==> src/rtl/vfpu_pkg.sv <==
// -----------------------------------------------------------------------------
// vfpu_pkg
// Shared definitions for the vector FMA issue/writeback controller:
//   - vfpu opcode encodings and the broadcast funct code
//   - rounding-mode default
//   - issue controller FSM state encoding
// -----------------------------------------------------------------------------
package vfpu_pkg;

    localparam logic [4:0] OP_ADD = 5'b00000;
    localparam logic [4:0] OP_SUB = 5'b00001;
    localparam logic [4:0] OP_MUL = 5'b00010;
    localparam logic [4:0] OP_FMA = 5'b00011;
    localparam logic [4:0] OP_MIN = 5'b00100;
    localparam logic [4:0] OP_MAX = 5'b00101;

    // Opcode presented to the vfpu out of reset (a harmless multiply).
    localparam logic [4:0] OP_RESET = OP_MUL;

    localparam logic [2:0] FUNCT_DEFAULT = 3'b000;
    // Broadcast lane 0 of operand a across all lanes.
    localparam logic [2:0] FUNCT_BCAST   = 3'b101;

    localparam logic [2:0] RND_DEFAULT = 3'b000;

    typedef enum logic [1:0] {
        IDLE   = 2'd0,
        ACTIVE = 2'd1,
        STALL  = 2'd2
    } issue_state_e;

endpackage : vfpu_pkg

==> src/rtl/vfpu_tag_pipe.sv <==
// -----------------------------------------------------------------------------
// vfpu_tag_pipe
// LATENCY-deep shadow of the vfpu pipeline carrying {valid, tag} per stage.
// Advances only when en=1 so it stays aligned with the clock-gated vfpu.
// clr drops every valid bit (stale datapath contents become don't-care);
// rst additionally zeroes the tags so wb_tag reads 0 out of reset.
//
// Ports:
//   clk, rst      clock, synchronous active-high reset
//   en            advance enable (mirrors vfpu_en)
//   clr           synchronous clear of all valid bits (flush)
//   in_v, in_tag  stage-0 input: issue fire and its destination tag
//   out_v, out_tag last stage: result valid and destination tag
// -----------------------------------------------------------------------------
module vfpu_tag_pipe #(
    parameter int LATENCY   = 3,
    parameter int TAG_WIDTH = 5
) (
    input  logic                 clk,
    input  logic                 rst,
    input  logic                 en,
    input  logic                 clr,
    input  logic                 in_v,
    input  logic [TAG_WIDTH-1:0] in_tag,
    output logic                 out_v,
    output logic [TAG_WIDTH-1:0] out_tag
);

    logic [LATENCY-1:0]                v_r;
    logic [LATENCY-1:0][TAG_WIDTH-1:0] tag_r;

    // Shadow shift register: reset, flush-clear, or enabled advance.
    always_ff @(posedge clk) begin
        if (rst) begin
            v_r   <= {LATENCY{1'b0}};
            tag_r <= {(LATENCY*TAG_WIDTH){1'b0}};
        end else if (clr) begin
            v_r <= {LATENCY{1'b0}};
        end else if (en) begin
            v_r[0]   <= in_v;
            tag_r[0] <= in_tag;
            for (int k = 1; k < LATENCY; k++) begin
                v_r[k]   <= v_r[k-1];
                tag_r[k] <= tag_r[k-1];
            end
        end
    end

    assign out_v   = v_r[LATENCY-1];
    assign out_tag = tag_r[LATENCY-1];

endmodule : vfpu_tag_pipe

==> src/rtl/vfpu_issue_ctrl.sv <==
// -----------------------------------------------------------------------------
// vfpu_issue_ctrl
// Issue/writeback controller between the vector decoder and the vfpu.
// One op per cycle on in_valid/in_ready; results are offered on
// wb_valid/wb_ready. Writeback back-pressure freezes the entire vfpu
// (vfpu_en=0) together with the shadow tag pipeline.
//
// Optional build macro: VFPU_ISSUE_CTRL_PERF_EN adds saturating counters
// perf_issued / perf_stall / perf_idle (cleared by rst only).
//
// Ports:
//   clk, rst                  clock, synchronous active-high reset
//   in_valid/in_ready         issue handshake
//   in_opcode/in_funct/in_tag op fields and destination tag
//   flush                     discard all in-flight ops
//   cfg_rnd_we/cfg_rnd        rounding-mode write (ignored while busy)
//   vfpu_en                   vfpu clock-gate enable
//   vfpu_opcode/funct/rnd     vfpu control fields
//   wb_valid/wb_ready/wb_tag  writeback handshake and tag
//   busy                      at least one op in flight
// -----------------------------------------------------------------------------
module vfpu_issue_ctrl
    import vfpu_pkg::*;
#(
    parameter int LATENCY   = 3,
    parameter int TAG_WIDTH = 5
`ifdef VFPU_ISSUE_CTRL_PERF_EN
    ,
    parameter int CNT_WIDTH = 32
`endif
) (
    input  logic                 clk,
    input  logic                 rst,
    input  logic                 in_valid,
    output logic                 in_ready,
    input  logic [4:0]           in_opcode,
    input  logic [2:0]           in_funct,
    input  logic [TAG_WIDTH-1:0] in_tag,
    input  logic                 flush,
    input  logic                 cfg_rnd_we,
    input  logic [2:0]           cfg_rnd,
    output logic                 vfpu_en,
    output logic [4:0]           vfpu_opcode,
    output logic [2:0]           vfpu_funct,
    output logic [2:0]           vfpu_rnd,
    output logic                 wb_valid,
    input  logic                 wb_ready,
    output logic [TAG_WIDTH-1:0] wb_tag,
    output logic                 busy
`ifdef VFPU_ISSUE_CTRL_PERF_EN
    ,
    output logic [CNT_WIDTH-1:0] perf_issued,
    output logic [CNT_WIDTH-1:0] perf_stall,
    output logic [CNT_WIDTH-1:0] perf_idle
`endif
);

    localparam int CW = $clog2(LATENCY + 1);

    logic          stall_s;
    logic          fire_s;
    logic          consume_s;
    logic [CW-1:0] count_r;
    logic [CW-1:0] count_nxt_s;
    logic [4:0]    op_hold_r;
    logic [2:0]    funct_hold_r;
    logic [2:0]    rnd_r;
    issue_state_e  state_r;
    issue_state_e  state_nxt_s;

    assign stall_s   = wb_valid & ~wb_ready;
    assign vfpu_en   = ~stall_s;
    assign in_ready  = ~stall_s & ~flush;
    assign fire_s    = in_valid & in_ready;
    assign consume_s = wb_valid & wb_ready;
    assign busy      = (count_r != {CW{1'b0}});
    assign vfpu_rnd  = rnd_r;

    // Fields pass straight through on fire; otherwise replay the last issued
    // values so the vfpu inputs never toggle without a real issue.
    assign vfpu_opcode = fire_s ? in_opcode : op_hold_r;
    assign vfpu_funct  = fire_s ? in_funct  : funct_hold_r;

    vfpu_tag_pipe #(
        .LATENCY   (LATENCY),
        .TAG_WIDTH (TAG_WIDTH)
    ) u_tag_pipe (
        .clk     (clk),
        .rst     (rst),
        .en      (vfpu_en),
        .clr     (flush),
        .in_v    (fire_s),
        .in_tag  (in_tag),
        .out_v   (wb_valid),
        .out_tag (wb_tag)
    );

    // In-flight counter next value: flush wins, fire+consume cancel out.
    always_comb begin
        count_nxt_s = count_r;
        if (flush) begin
            count_nxt_s = {CW{1'b0}};
        end else begin
            case ({fire_s, consume_s})
                2'b10:   count_nxt_s = count_r + CW'(1);
                2'b01:   count_nxt_s = count_r - CW'(1);
                default: count_nxt_s = count_r;
            endcase
        end
    end

    // FSM next-state logic.
    always_comb begin
        state_nxt_s = state_r;
        if (flush) begin
            state_nxt_s = IDLE;
        end else begin
            case (state_r)
                IDLE: begin
                    if (fire_s) begin
                        state_nxt_s = ACTIVE;
                    end else begin
                        state_nxt_s = IDLE;
                    end
                end
                ACTIVE: begin
                    if (stall_s) begin
                        state_nxt_s = STALL;
                    end else if ((count_nxt_s == {CW{1'b0}}) && !fire_s) begin
                        state_nxt_s = IDLE;
                    end else begin
                        state_nxt_s = ACTIVE;
                    end
                end
                STALL: begin
                    if (wb_ready) begin
                        state_nxt_s = ACTIVE;
                    end else begin
                        state_nxt_s = STALL;
                    end
                end
                default: state_nxt_s = IDLE;
            endcase
        end
    end

    // State, counter, held issue fields and rounding-mode register.
    always_ff @(posedge clk) begin
        if (rst) begin
            state_r      <= IDLE;
            count_r      <= {CW{1'b0}};
            op_hold_r    <= OP_RESET;
            funct_hold_r <= FUNCT_DEFAULT;
            rnd_r        <= RND_DEFAULT;
        end else begin
            state_r <= state_nxt_s;
            count_r <= count_nxt_s;
            if (fire_s) begin
                op_hold_r    <= in_opcode;
                funct_hold_r <= in_funct;
            end
            // Rounding mode only changes with nothing in flight.
            if (cfg_rnd_we && !busy) begin
                rnd_r <= cfg_rnd;
            end
        end
    end

`ifdef VFPU_ISSUE_CTRL_PERF_EN
    logic [CNT_WIDTH-1:0] perf_issued_r;
    logic [CNT_WIDTH-1:0] perf_stall_r;
    logic [CNT_WIDTH-1:0] perf_idle_r;

    // Saturating performance counters; unaffected by flush.
    always_ff @(posedge clk) begin
        if (rst) begin
            perf_issued_r <= {CNT_WIDTH{1'b0}};
            perf_stall_r  <= {CNT_WIDTH{1'b0}};
            perf_idle_r   <= {CNT_WIDTH{1'b0}};
        end else begin
            if (fire_s && (perf_issued_r != {CNT_WIDTH{1'b1}})) begin
                perf_issued_r <= perf_issued_r + CNT_WIDTH'(1);
            end
            if (stall_s && (perf_stall_r != {CNT_WIDTH{1'b1}})) begin
                perf_stall_r <= perf_stall_r + CNT_WIDTH'(1);
            end
            if ((state_r == IDLE) && (perf_idle_r != {CNT_WIDTH{1'b1}})) begin
                perf_idle_r <= perf_idle_r + CNT_WIDTH'(1);
            end
        end
    end

    assign perf_issued = perf_issued_r;
    assign perf_stall  = perf_stall_r;
    assign perf_idle   = perf_idle_r;
`endif

endmodule : vfpu_issue_ctrl
==> config.mk <==
export PLATFORM = sky130hd
export DESIGN_NAME = vfpu_issue_ctrl
export DESIGN_NICKNAME = d
export VERILOG_FILES = /design/src/rtl/vfpu_pkg.sv /design/src/rtl/vfpu_tag_pipe.sv /design/src/rtl/vfpu_issue_ctrl.sv
export SDC_FILE = /design/constraint.sdc
export NUM_CORES = 1
export LEC_CHECK = 0
export ABC_AREA = 1
export CORE_MARGIN = 2
export CORE_UTILIZATION = 45
export DETAILED_ROUTE_END_ITERATION = 12
export PLACE_DENSITY = 0.78
export SLEW_MARGIN = 30
export SYNTH_ARGS = -nofsm -noshare
export SYNTH_HDL_FRONTEND = slang
export SYNTH_SLANG_ARGS = --single-unit
==> constraint.sdc <==
create_clock -name clk -period 4.3 [get_ports clk]
set_clock_uncertainty 0.2 [all_clocks]
set_input_delay 0.86 -clock clk [delete_from_list [all_inputs] [get_ports clk]]
set_output_delay 0.86 -clock clk [all_outputs]
set_load 0.02 [all_outputs]
# --- Word-level counts from Yosys, hierarchy flattened ---
# Index checks and enable logic that the tools add are counted.
op_classes:
  n_reduce_logical: 6
  n_mux: 3
  eq_ne: 2
  bitwise_logic: 7
  n_addsub: 2
op_table:
  columns: ["operator", "count"]
  rows:
  - ["5-bit two-way mux", 1]
  - ["1-bit bitwise AND", 4]
  - ["2-bit case mux with 2 select lines", 1]
  - ["2-bit nonzero test", 2]
  - ["3-bit two-way mux", 1]
  - ["1-bit inverter", 3]
  - ["2-bit by 1-bit adder with 2-bit output, second input constant", 1]
  - ["2-bit by 1-bit == test with 1-bit output, second input constant", 1]
  - ["2-bit == test, second input constant", 1]
  - ["2-bit AND reduction", 1]
  - ["2-bit OR reduction", 1]
  - ["2-bit by 1-bit subtractor with 2-bit output, second input constant", 1]
  - ["1-bit logical AND", 1]
  - ["1-bit zero test", 1]
word_totals:
  in_bits: 22
  reg_bits: 31
  elab_cells: 28

# --- Depth between registers and ports, before layout ---
# Gate-level depths: netlist of run 1.
logic_depth:
  word_depth: 7
  depth_mapped: 9
  depth_no_buf: 9

# --- Cells and area by module ---
# A second synthesis of run 1 with hierarchy kept.
unflattened:
  hier_cells: 223
  hier_area_um2: 1483.9
modules_own_cells:
  columns: ["module", "seq_area_each_um2", "cells_per_inst", "area_each_um2", "n_inst"]
  rows:
  - ["vfpu_tag_pipe", 360.3, 117, 800.8, 1]
  - ["vfpu_issue_ctrl", 260.2, 106, 683.2, 1]

# --- Worst setup path before layout of run 1 ---
# Ideal clock, no wire load.
synth_timing:
  path_type: "input -> output"
  from: "input port in_valid"
  to: "output port vfpu_funct[2]"
  arrival_time_ns: 1.469
  slack_ns: 1.771
  n_path_buf: 1
  path_stages: 5
  cell_sequence: "buf_2 nand3_2 nand2_1 nand2_1 inv_1"
synth_between:
  elab_chain_cells: 2
synth_lines:
  columns: ["element", "line_no", "source"]
  rows:
  - ["start: declaration", "vfpu_issue_ctrl.sv:34", "input logic in_valid,"]
  - ["1-bit bitwise AND", "vfpu_issue_ctrl.sv:74", "assign fire_s = in_valid & in_ready;"]
  - ["3-bit two-way mux", null, null]
  - ["end: declaration", "vfpu_issue_ctrl.sv:44", "output logic [2:0] vfpu_funct,"]
# Every way passes these cells.

# --- Final worst setup path of run 1 ---
layout_timing:
  from: "input port wb_ready"
  to: "output port vfpu_opcode[3]"
layout_between:
  elab_chain_cells: 6
layout_lines:
  columns: ["element", "line_no", "source"]
  rows:
  - ["start: declaration", "vfpu_issue_ctrl.sv:47", "input logic wb_ready,"]
  - ["1-bit inverter", "vfpu_issue_ctrl.sv:71", "assign stall_s = wb_valid & ~wb_ready;"]
  - ["1-bit bitwise AND", "vfpu_issue_ctrl.sv:71", null]
  - ["1-bit inverter (no source line)", null, null]
  - ["1-bit bitwise AND", "vfpu_issue_ctrl.sv:73", "assign in_ready = ~stall_s & ~flush;"]
  - ["1-bit bitwise AND", "vfpu_issue_ctrl.sv:74", null]
  - ["5-bit two-way mux", null, null]
  - ["end: declaration", "vfpu_issue_ctrl.sv:43", "output logic [4:0] vfpu_opcode,"]
# Every way passes these cells.

==> reports/metrics.cfg, run 1 <==
[timing]
fmax_mhz = 272
tightestPinTransition_ns = 0.336
setup_tns_ns = 0
finalSetupViolCount = 0
slew_violations = 0
fin_crit_ns = 3.67
fin_ws_ns = 0.628
holdWs_ns = 0.261
slew-limit-headroom = 0.776
fin_crit_sh = 0.854
finalHoldViolations = 0
grt_setup_unrepaired = no

[drt]
ant_nets = 0
vias = 1142
drt_iter0_markers = 28
wl_um = 2330
avgRoutedWirePerCell_um = 9.12
drc = 2
vias_per_cell = 4.46
dr.pass1.iters = 8

[synth]
ys_seq_area_frac = 0.463
synth_top_area_frac = 0.463
synth_ff_type = dfxtp_1
syn_inst = 187
yosys_warnings = 0
ys_ff_latch = 31
synthArstFlopShare = 0
netlist_area_um2 = 1340
syn_avg_cell_area_um2 = 7.17
synth_cell_types = 18
synth_commonest_cells = nor2_1, dfxtp_1, inv_1, nand2_1, o21ai_0
yosys-top-cells-area = dfxtp_1, nor2_1, inv_1
yosysMostFrequentCell = nor2_1
synth_edf_count = 0
syn-num-nets = 210
netlist.top_cell.by_area = dfxtp_1

[floorplan]
rows = 19
io_pins = 42
start_util = 0.478
die_area_um2 = 3430
die_x_um = 58.6
fp.dieH_um = 58.6
coreArea_um2 = 2810

[critical_path]
cp-startpoint = wb_ready
required_ns = 3.24
crit_arrival_ns = 2.61
critPathLaunchType = primary input
r2r_end = count_r[1]
critPathCapture = vfpu_opcode[3]
rrSetupSlack_ns = 2.60
rr_startpoint = u_tag_pipe.v_r[2]
worstPathMaxFanout = 12
critical_path_class = primary input to output port
rr_worst_depth = 8
cp-end-kind = output port

[clock_network]
holdBufCountCts = 0
cts_root_buffer = clkbuf_4
clk_path_buf_depth = 2
clock_latency_ns = 0.33
cts_resized = 0
cts_buffers = 5
post_cts_buffers = 0
htree_levels = 2
clk_pin_slew_ns = 0.09
cts_tree = done
cts.sink_count = 31

[cells_and_area]
layout-drive-gt1-share = 0.0622
diodes = 0
post-route-util = 0.638
design_area_um2 = 1790
nNetsFinal = 247
areaGrowthSynthToFinish_pct = 33.5
final_cells = 256

[grt]
grt_pass1_vias = 929
grt_max_degree = 20
grt_overflow = 0
grt_util_met3 = 0.0703
grt_usage = 0.154
met2_usage = 0.225
grt_pass1_wl_um = 3930
use_met1 = 0.187
grt_antenna_before_repair = 0
top_usage_layer = met2

[pwr]
p_leak_nw = 0.855
ir_drop_mv = 0.270
p_per_area_nw_per_um2 = 369
total_power_uw = 661

[place]
dp_slack_ns = 0.609
place_hpwl_um = 1700
dp_cells = 248
place_area_um2 = 1700
gp_congestion = 0.765
port_buffers = 41

[run]
max_cap_viol_count = 0

[outcome]
status = finished, violations left
violations = design-rule violations

[worst_hold_path]
hp-class = flop to flop

==> sequential cells by signal, summed over array words and instances, names as in the netlist <==
| register | flops |
|---|---|
| u_tag_pipe.out_tag | 5 |
| count_r | 2 |
| vfpu_rnd | 3 |
| u_tag_pipe.tag_r | 10 |
| op_hold_r | 5 |
| u_tag_pipe.v_r | 3 |
| funct_hold_r | 3 |
==> cells by family after synthesis <==
| logic type | after synthesis | share of synthesized area |
|---|---|---|
| AOI/OAI and AO/OA | 24 | 0.0895 |
| DFF | 31 | 0.463 |
| buffers and inverters | 45 | 0.163 |
| and+or+nand+nor | 86 | 0.275 |
| adders and majority gates | 1 | 0.00933 |
==> layout by cell type, fill, tap and decap left out <==
cell type and instances:
nor2_1 49, clkdlybuf4s50_1 41, inv_1 31, dfxtp_1 31, nand2_1 23, o21ai_0 15
nand4_1 9, o21ai_1 5, clkbuf_4 5, a21oi_1 4, nand2_4 2, inv_2 2
nand3_1 2, inv_6 1, nand3_2 1, ha_1 1, bufinv_16 1, clkinv_2 1
clkbuf_8 1
==> metal layers <==
layer | vias up | wire [um]
li1 | 642 | -
met1 | 455 | 1150
met2 | 37 | 900
met3 | 8 | 232
met4 | 0 | 56
met5 | - | 0
==> critical path, cell delays in order <==
cell	delay, ns
clkdlybuf4s50_1	0.50
inv_1	0.08
nand2_4	0.13
nand3_2	0.20
nand2_1	0.13
nand2_1	0.07
inv_1	0.05
clkdlybuf4s50_1	0.60
==> worst min path at each step <==
stage,depth (start not counted),to,slack [ns],from
6_report,2,u_tag_pipe.v_r[0],0.26,u_tag_pipe.v_r[0]
4_1_cts,2,u_tag_pipe.v_r[0],0.26,u_tag_pipe.v_r[0]
5_1_grt,2,u_tag_pipe.v_r[1],0.29,u_tag_pipe.v_r[1]
2_1_floorplan,2,op_hold_r[1],0.22,op_hold_r[1]
3_3_place_gp,2,op_hold_r[1],0.24,op_hold_r[1]
3_5_place_dp,2,u_tag_pipe.v_r[0],0.25,u_tag_pipe.v_r[0]
==> report_power, final <==
part / leakage (nW) / switching, mW / internal [mW]
combinational: 0.551 / 0.0583 / 0.0555
sequential: 0.256 / 0.00658 / 0.305
clock: 0.0482 / 0.0983 / 0.137
==> area by class of cell <==
type                    instances  area, um2
flip-flops and latches         31        621
clock inverters                 2       35.0
fillers                       273       1010
inverters                      34        133
clock buffers                   6       51.3
repair buffers                 41        410
multi-input cells             111        502
well taps                      31       38.8
Note: power is estimated with default switching activity, not from simulation.
==> run 2: changes to the inputs <==
- CAP_MARGIN: not set -> 20
==> results of run 2 <==
No change in the layout: final DEF, timing and power equal those of run 1.
